### src/rtl/ps2_scan_ctrl.sv
// ps2_scan_ctrl: PS/2 keyboard receiver with frame checking,
// E0/F0 prefix folding and a valid/ready event holder.
module ps2_scan_ctrl #(
  parameter int TIMEOUT_CYCLES = 50000,
  parameter int SYNC_STAGES    = 2
) (
  input  logic       clk,
  input  logic       rst,
  input  logic       kbclk,
  input  logic       kbdata,
  output logic [7:0] code,
  output logic       code_break,
  output logic       code_ext,
  output logic       code_valid,
  input  logic       code_ready,
  output logic       frame_err,
  output logic       overflow,
  output logic       busy
);
  localparam int TW = $clog2(TIMEOUT_CYCLES);
  localparam logic [TW-1:0] TMO_LAST = TW'(TIMEOUT_CYCLES - 1);

  typedef enum logic [1:0] {
    IDLE  = 2'b00,
    SHIFT = 2'b01,
    CHECK = 2'b10
  } fstate_t;

  typedef enum logic [1:0] {
    BASE    = 2'b00,
    EXT     = 2'b01,
    BRK     = 2'b10,
    EXT_BRK = 2'b11
  } pstate_t;

  logic [SYNC_STAGES-1:0] clk_sync;
  logic [SYNC_STAGES-1:0] dat_sync;
  logic                   clk_s;
  logic                   clk_d;
  logic                   dat_s;
  logic                   fall;

  fstate_t       f_state, f_next;
  pstate_t       p_state, p_next;
  logic [3:0]    bitcnt, bit_next;
  logic [TW-1:0] tmo, tmo_next, tmo_inc;
  logic [9:0]    sr, sr_next;
  logic [7:0]    rx_byte;
  logic          good;
  logic          is_e0;
  logic          is_f0;
  logic          p_ext;
  logic          p_brk;
  logic          err_set;
  logic          emit;

  assign clk_s   = clk_sync[SYNC_STAGES-1];
  assign dat_s   = dat_sync[SYNC_STAGES-1];
  assign fall    = clk_d & ~clk_s;
  assign tmo_inc = tmo + TW'(1);
  assign rx_byte = sr[7:0];
  assign good    = (^sr[8:0]) & sr[9];
  assign is_e0   = (rx_byte == 8'hE0);
  assign is_f0   = (rx_byte == 8'hF0);
  assign p_ext   = p_state[0];
  assign p_brk   = p_state[1];
  assign busy    = (f_state != IDLE);

  // idle PS/2 lines are high, so the chain presets to 1
  always_ff @(posedge clk) begin
    if (rst) begin
      clk_sync <= '1;
      dat_sync <= '1;
      clk_d    <= 1'b1;
    end else begin
      clk_sync <= {clk_sync[SYNC_STAGES-2:0], kbclk};
      dat_sync <= {dat_sync[SYNC_STAGES-2:0], kbdata};
      clk_d    <= clk_s;
    end
  end

  always_ff @(posedge clk) begin
    if (rst) begin
      f_state <= IDLE;
      p_state <= BASE;
      bitcnt  <= '0;
      tmo     <= '0;
      sr      <= '0;
    end else begin
      f_state <= f_next;
      p_state <= p_next;
      bitcnt  <= bit_next;
      tmo     <= tmo_next;
      sr      <= sr_next;
    end
  end

  always_comb begin
    f_next   = f_state;
    p_next   = p_state;
    bit_next = bitcnt;
    tmo_next = tmo;
    sr_next  = sr;
    err_set  = 1'b0;
    emit     = 1'b0;
    unique case (f_state)
      IDLE: begin
        if (fall && !dat_s) begin
          f_next   = SHIFT;
          bit_next = '0;
          tmo_next = '0;
        end
      end
      SHIFT: begin
        if (fall) begin
          sr_next  = {dat_s, sr[9:1]};
          bit_next = bitcnt + 4'd1;
          tmo_next = '0;
          if (bitcnt == 4'd9) f_next = CHECK;
        end else if (tmo_inc == TMO_LAST) begin
          // error is registered, so it lands as tmo reaches the limit
          f_next  = IDLE;
          err_set = 1'b1;
          p_next  = BASE;
        end else begin
          tmo_next = tmo_inc;
        end
      end
      CHECK: begin
        f_next = IDLE;
        if (!good) begin
          err_set = 1'b1;
          p_next  = BASE;
        end else begin
          unique case (1'b1)
            is_e0:   p_next = pstate_t'({p_brk, 1'b1});
            is_f0:   p_next = pstate_t'({1'b1, p_ext});
            default: begin
              emit   = 1'b1;
              p_next = BASE;
            end
          endcase
        end
      end
      default: f_next = IDLE;
    endcase
  end

  always_ff @(posedge clk) begin
    if (rst) begin
      code       <= '0;
      code_break <= 1'b0;
      code_ext   <= 1'b0;
      code_valid <= 1'b0;
      frame_err  <= 1'b0;
      overflow   <= 1'b0;
    end else begin
      frame_err <= err_set;
      overflow  <= 1'b0;
      if (emit) begin
        if (!code_valid || code_ready) begin
          code       <= rx_byte;
          code_break <= p_brk;
          code_ext   <= p_ext;
          code_valid <= 1'b1;
        end else begin
          overflow <= 1'b1;
        end
      end else if (code_valid && code_ready) begin
        code_valid <= 1'b0;
      end
    end
  end

endmodule

### config.mk
export PLATFORM = sky130hd
export DESIGN_NAME = ps2_scan_ctrl
export DESIGN_NICKNAME = d
export VERILOG_FILES = /design/src/rtl/ps2_scan_ctrl.sv
export SDC_FILE = /design/constraint.sdc
export NUM_CORES = 1
export LEC_CHECK = 0
export CAP_MARGIN = 20
export CORE_ASPECT_RATIO = 1.1
export CORE_MARGIN = 2
export CORE_UTILIZATION = 35
export DETAILED_ROUTE_END_ITERATION = 16
export PLACE_DENSITY = 0.56
export SKIP_LAST_GASP = 1
export SYNTH_ARGS = -nofsm -noshare
export SYNTH_HDL_FRONTEND = slang
export SYNTH_SLANG_ARGS = --single-unit
### constraint.sdc
create_clock -name clk -period 6.9 [get_ports clk]
set_input_delay 2.07 -clock clk [delete_from_list [all_inputs] [get_ports clk]]
set_output_delay 2.07 -clock clk [all_outputs]
set_load 0.02 [all_outputs]
## Yosys cells after proc, flatten, opt, wreduce, memory -nomap -nowiden

Cells that the tools add are included.

| cells by class | value |
|---|---|
| multipliers | 0 |
| divide/modulo/power cells | 0 |
| add/sub/neg operators | 2 |
| multiplexer cells | 27 |
| reductions and logical operators | 21 |
| bitwise gates (word level) | 4 |
| equality and inequality tests | 16 |
| shift operators | 0 |
| magnitude comparators | 0 |

Operators by type and width:

| operator | number |
|---|---|
| $mux 16 | 3 |
| $pmux 16 s2 | 1 |
| $add 16x1->16 const B | 1 |
| $eq 16x16->1 const B | 1 |
| $eq 8x8->1 const B | 2 |
| $ne 3x3->1 const B | 5 |
| $mux 2 | 6 |
| $pmux 2 s2 | 3 |
| $mux 1 | 10 |
| $reduce_and 3->1 | 3 |
| $reduce_xor 9->1 | 1 |
| $mux 4 | 2 |
| $ne 2x2->1 const B | 4 |
| $pmux 4 s2 | 1 |
| $reduce_and 4->1 | 2 |
| $reduce_bool 2->1 | 4 |
| $reduce_and 2->1 | 3 |
| $add 4x1->4 const B | 1 |
| $eq 4x4->1 const B | 1 |
| $reduce_or 2->1 | 2 |
| $and 1x1->1 | 2 |
| $eq 2x1->1 const B | 1 |
| $eq 2x2->1 const B | 1 |
| $logic_and 1x1->1 | 2 |
| 6 further kinds | 8 |

| word-level totals | value |
|---|---|
| memory bits (writable) | 0 |
| input bits | 5 |
| register bits after elaboration | 52 |
| ROM bits | 0 |
| latch bits | 0 |
| word-level logic and storage cells | 85 |
| memories | 0 |

## Logic depth before layout (Yosys ltp)

| logic depth | value |
|---|---|
| word-level depth | 7 |
| gate-level depth with buffers | 10 |
| gate-level depth less buffers | 9 |

## Least setup slack after synthesis

No wires, ideal clock.

| timing | value |
|---|---|
| path type | input port to flip-flop |
| start point | input port rst |
| end point | register tmo[8] |
| arrival | 3.015 ns |
| stages | 6 |
| path buffers | 2 |
| path slack | 3.768 ns |
| library setup time | 0.117 ns |
| data required time | 6.783 ns |
| cell sequence | clkbuf_1 > nor2_1 > clkbuf_1 > o21ai_0 > o21ai_1 > a22o_1 |

RTL lines:

| what | RTL line | source |
|---|---|---|
| start: declaration | 8 | `input logic rst,` |
| end signal: assignment | 93 | `tmo <= tmo_next;` |
| end: declaration | 46 | `logic [TW-1:0] tmo, tmo_next, tmo_inc;` |

## Worst setup path after layout

| timing | value |
|---|---|
| start point | register f_state[0] |
| end point | output port busy |

| between the ends | value |
|---|---|
| cells in the longest elaborated chain, start to end | 1 |

RTL lines:

| what | RTL line | source |
|---|---|---|
| start: declaration | 43 | `fstate_t f_state, f_next;` |
| start signal: assignment | 90 | `f_state <= f_next;` |
| $reduce_bool 2->1 | 67 | `assign busy = (f_state != IDLE);` |
| end: declaration | 18 | `output logic busy` |

No other way between the ends.

==> qor.yml <==
grt_max_degree: 57
async_flop_share_pct: 0
cts_setup_buffers: 0
cpMostUsedCell: "inv_1"
fin_tns_setup_ns: 0
place_congestion: 0.7368
htreeDepth: 2
maxCapViolations: 0
irDropWorstVdd_uv: 82.36
cts_buffer_depth: 2
grt_usage_pct: 14.38
clock_sinks: 52
io_pins: 19
worst_pin_slew_ns: 0.8814
place_hpwl_mm: 3.964
syn_area_mm2: 0.002786
critPathCaptureType: "output pin"
grt_setup_unrepaired: "no"
pwr_density_cell_mw_per_mm2: 206.3
cts_buffers: 5
drtPass1Iterations: 4
synth-seq-cells: 52
slowest_delay_ns: 0.61
layout_setup_ws_ns: 3.094
grt_antenna_before_repair: 0
syn-num-nets: 343
yosys_warnings: 0
rows: 34
synth_edf_count: 0
worstPathRequired_ns: 4.83
synth_cell_type_count: 55
layout-drive-gt1-share_pct: 9.524
dr_total_vias: 2248
status: "finished clean"
synth_most_common_cell: "dfxtp_1"
max_freq_mhz: 262.7
worst-setup-path-type: "register to output pin"
clock_latency_ns: 0.31
syn2layout_area_growth_pct: 11.54
drt_iter0_markers: 166
synth_area_leaders: "dfxtp_1 37%, nand2_1 5.7%, ha_1 5.4%, mux2i_1 5.0%, nor2_1 4.7%"
min_path_type: "register to register"
cp_cell_sequence: "inv_1 -> ha_1 -> inv_1 -> clkdlybuf4s50_1"
numPortBuffers: 18
syn_inst: 326
dieArea_mm2: 0.008692
ant_nets: 0
final_nets: 352
critPathTopFamily: "buffers and inverters"
grt_pass1_vias: 2057
fin_skew_ns: 0.006700
drt_wl_total_mm: 5.801
arrival_ns: 1.74
chipHeight_um: 97.58
yosys.area.top_type: "dfxtp_1"
wl_per_cell_um: 13.07
crit_buf_inv: 3
slew_viol_final: 0
grt_pass1_wl_mm: 9.977
hold_violations: 0
root_buffer: "clkbuf_8"
power_leakage_nw: 1.094
clk_pin_slew_ns: 0.10
maxSlewHeadroom_pct: 40.80
synth_top_area_share_pct: 37.36
holdBufCountCts: 0
fillCellCount: 823
setup_viol: 0
dp_slack_ns: 2.902
avgSynthCellArea_um2: 8.547
coreArea_mm2: 0.007828
yosysSeqAreaShare_pct: 37.36
drc: 0
cp_slowest_cell: "clkdlybuf4s50_1"
cts_resized: 0
synth_common_cells: "52 x dfxtp_1, 42 x nand2_1, 35 x nor2_1"
path_max_fanout: 5
fin_crit_sh_pct: 55.16
cts_tree: "yes"
grt_overflow_total: 0
viasPerCell: 5.063
die_w_um: 89.08
n_antenna_cell: 0
cp-start-kind: "register"
ys.flop_type: "dfxtp_1"
fin_crit_ns: 3.806
initial_core_util_pct: 35.60
## worst reg2reg max path, cell delays in order, from the launching register on
cell and delay, ns:
dfxtp_1 0.47, ha_1 0.34, nand3_2 0.23, nor3_4 0.27, nor3b_1 0.10, o21ai_1 0.20, a211oi_2 0.09, nor4_4 0.76
mux2_2 0.29
## per-stage QoR
stage	hold slack, ns	cell area [um^2]	cells	power, mW	utilization [%]
finish	0.4207	3108	444	0.6412	39.71
global route	0.4393	3108	444	0.6814	39.71
CTS	0.4251	3100	443	0.6543	39.61
detailed placement	0.4006	3009	435	0.4711	38.44
global placement	0.3930	3009	435	0.4686	38.44
floorplan	0.3895	2786	326	0.4332	-
## placed cells by master, fill, tap and decap left out, drive strengths merged, types with 2 or more instances in the layout
| master | n |
|---|---|
| nor2 | 36 |
| ha | 12 |
| and3 | 3 |
| nor3b | 3 |
| nand3 | 12 |
| o22ai | 4 |
| nor3 | 7 |
| o21a | 2 |
| mux2i | 14 |
| nand2 | 42 |
| nand2b | 8 |
| nand3b | 2 |
| clkbuf | 5 |
| a21oi | 19 |
| clkdlybuf4s50 | 17 |
| nand4 | 8 |
| nor2b | 6 |
| clkinv | 2 |
| mux2 | 2 |
| a31oi | 2 |
| dfxtp | 52 |
| a22o | 14 |
| buf | 3 |
| and3b | 2 |
| o211ai | 3 |
| inv | 15 |
| xnor2 | 3 |
| or3b | 2 |
| nor4 | 2 |
| o21ai | 17 |
| or2 | 5 |
## layout make-up
type	count	area [um^2]	share of cell area, %
Inverter	14	52.55	1.691
Sequential cell	52	1041	33.49
Clock buffer	5	68.82	2.214
Clock inverter	3	22.52	0.7246
Timing Repair Buffer	20	190.2	6.119
Tap cell	108	135.1	4.348
Multi-Input combinational cell	242	1598	51.41
## layer usage
metal / track usage (%) / wire, um
met1: 19.67 / 2862
met2: 22.45 / 2684
met3: 2.974 / 192
met4: 4.592 / 62
met5: 0 / 0
## power breakdown
group	internal, mW	switching (mW)
registers	0.309	0.00639
logic	0.0559	0.0905
clock network	0.0729	0.107
## state kept, by name, summed over array words and instances (netlist names)
register	flops
clk_sync	2
sr	10
code_ext	1
p_state	2
clk_d	1
code_break	1
frame_err	1
f_state	2
bitcnt	4
code	8
code_valid	1
dat_sync	2
overflow	1
tmo	16
## path summary, 6_finish.rpt
check,start,to,slack [ns],cells after the start
worst max-delay path,f_state[0]$_SDFFE_PP0P_,busy,3.09,4
worst min-delay path,dat_sync[0]$_SDFF_PP1_,dat_sync[1]$_SDFF_PP1_,0.42,1
worst max register to register,tmo[1]$_SDFFE_PP0P_,tmo[0]$_SDFFE_PP0P_,4.11,8
worst min register to register,dat_sync[0]$_SDFF_PP1_,dat_sync[1]$_SDFF_PP1_,0.42,1
## cells by family (layout without fill, tap and decap cells)
kind of cell | count (synthesis) | count (layout) | synth area share (%)
flops | 52 | 52 | 37.36
xor+xnor | 5 | 5 | 2.066
mux | 16 | 16 | 5.837
compound gates | 68 | 68 | 17.11
buf+inv | 32 | 42 | 5.299
simple gates | 141 | 141 | 26.94
fa+ha+maj | 12 | 12 | 5.388
No activity file was read; power rests on OpenSTA's default activity.
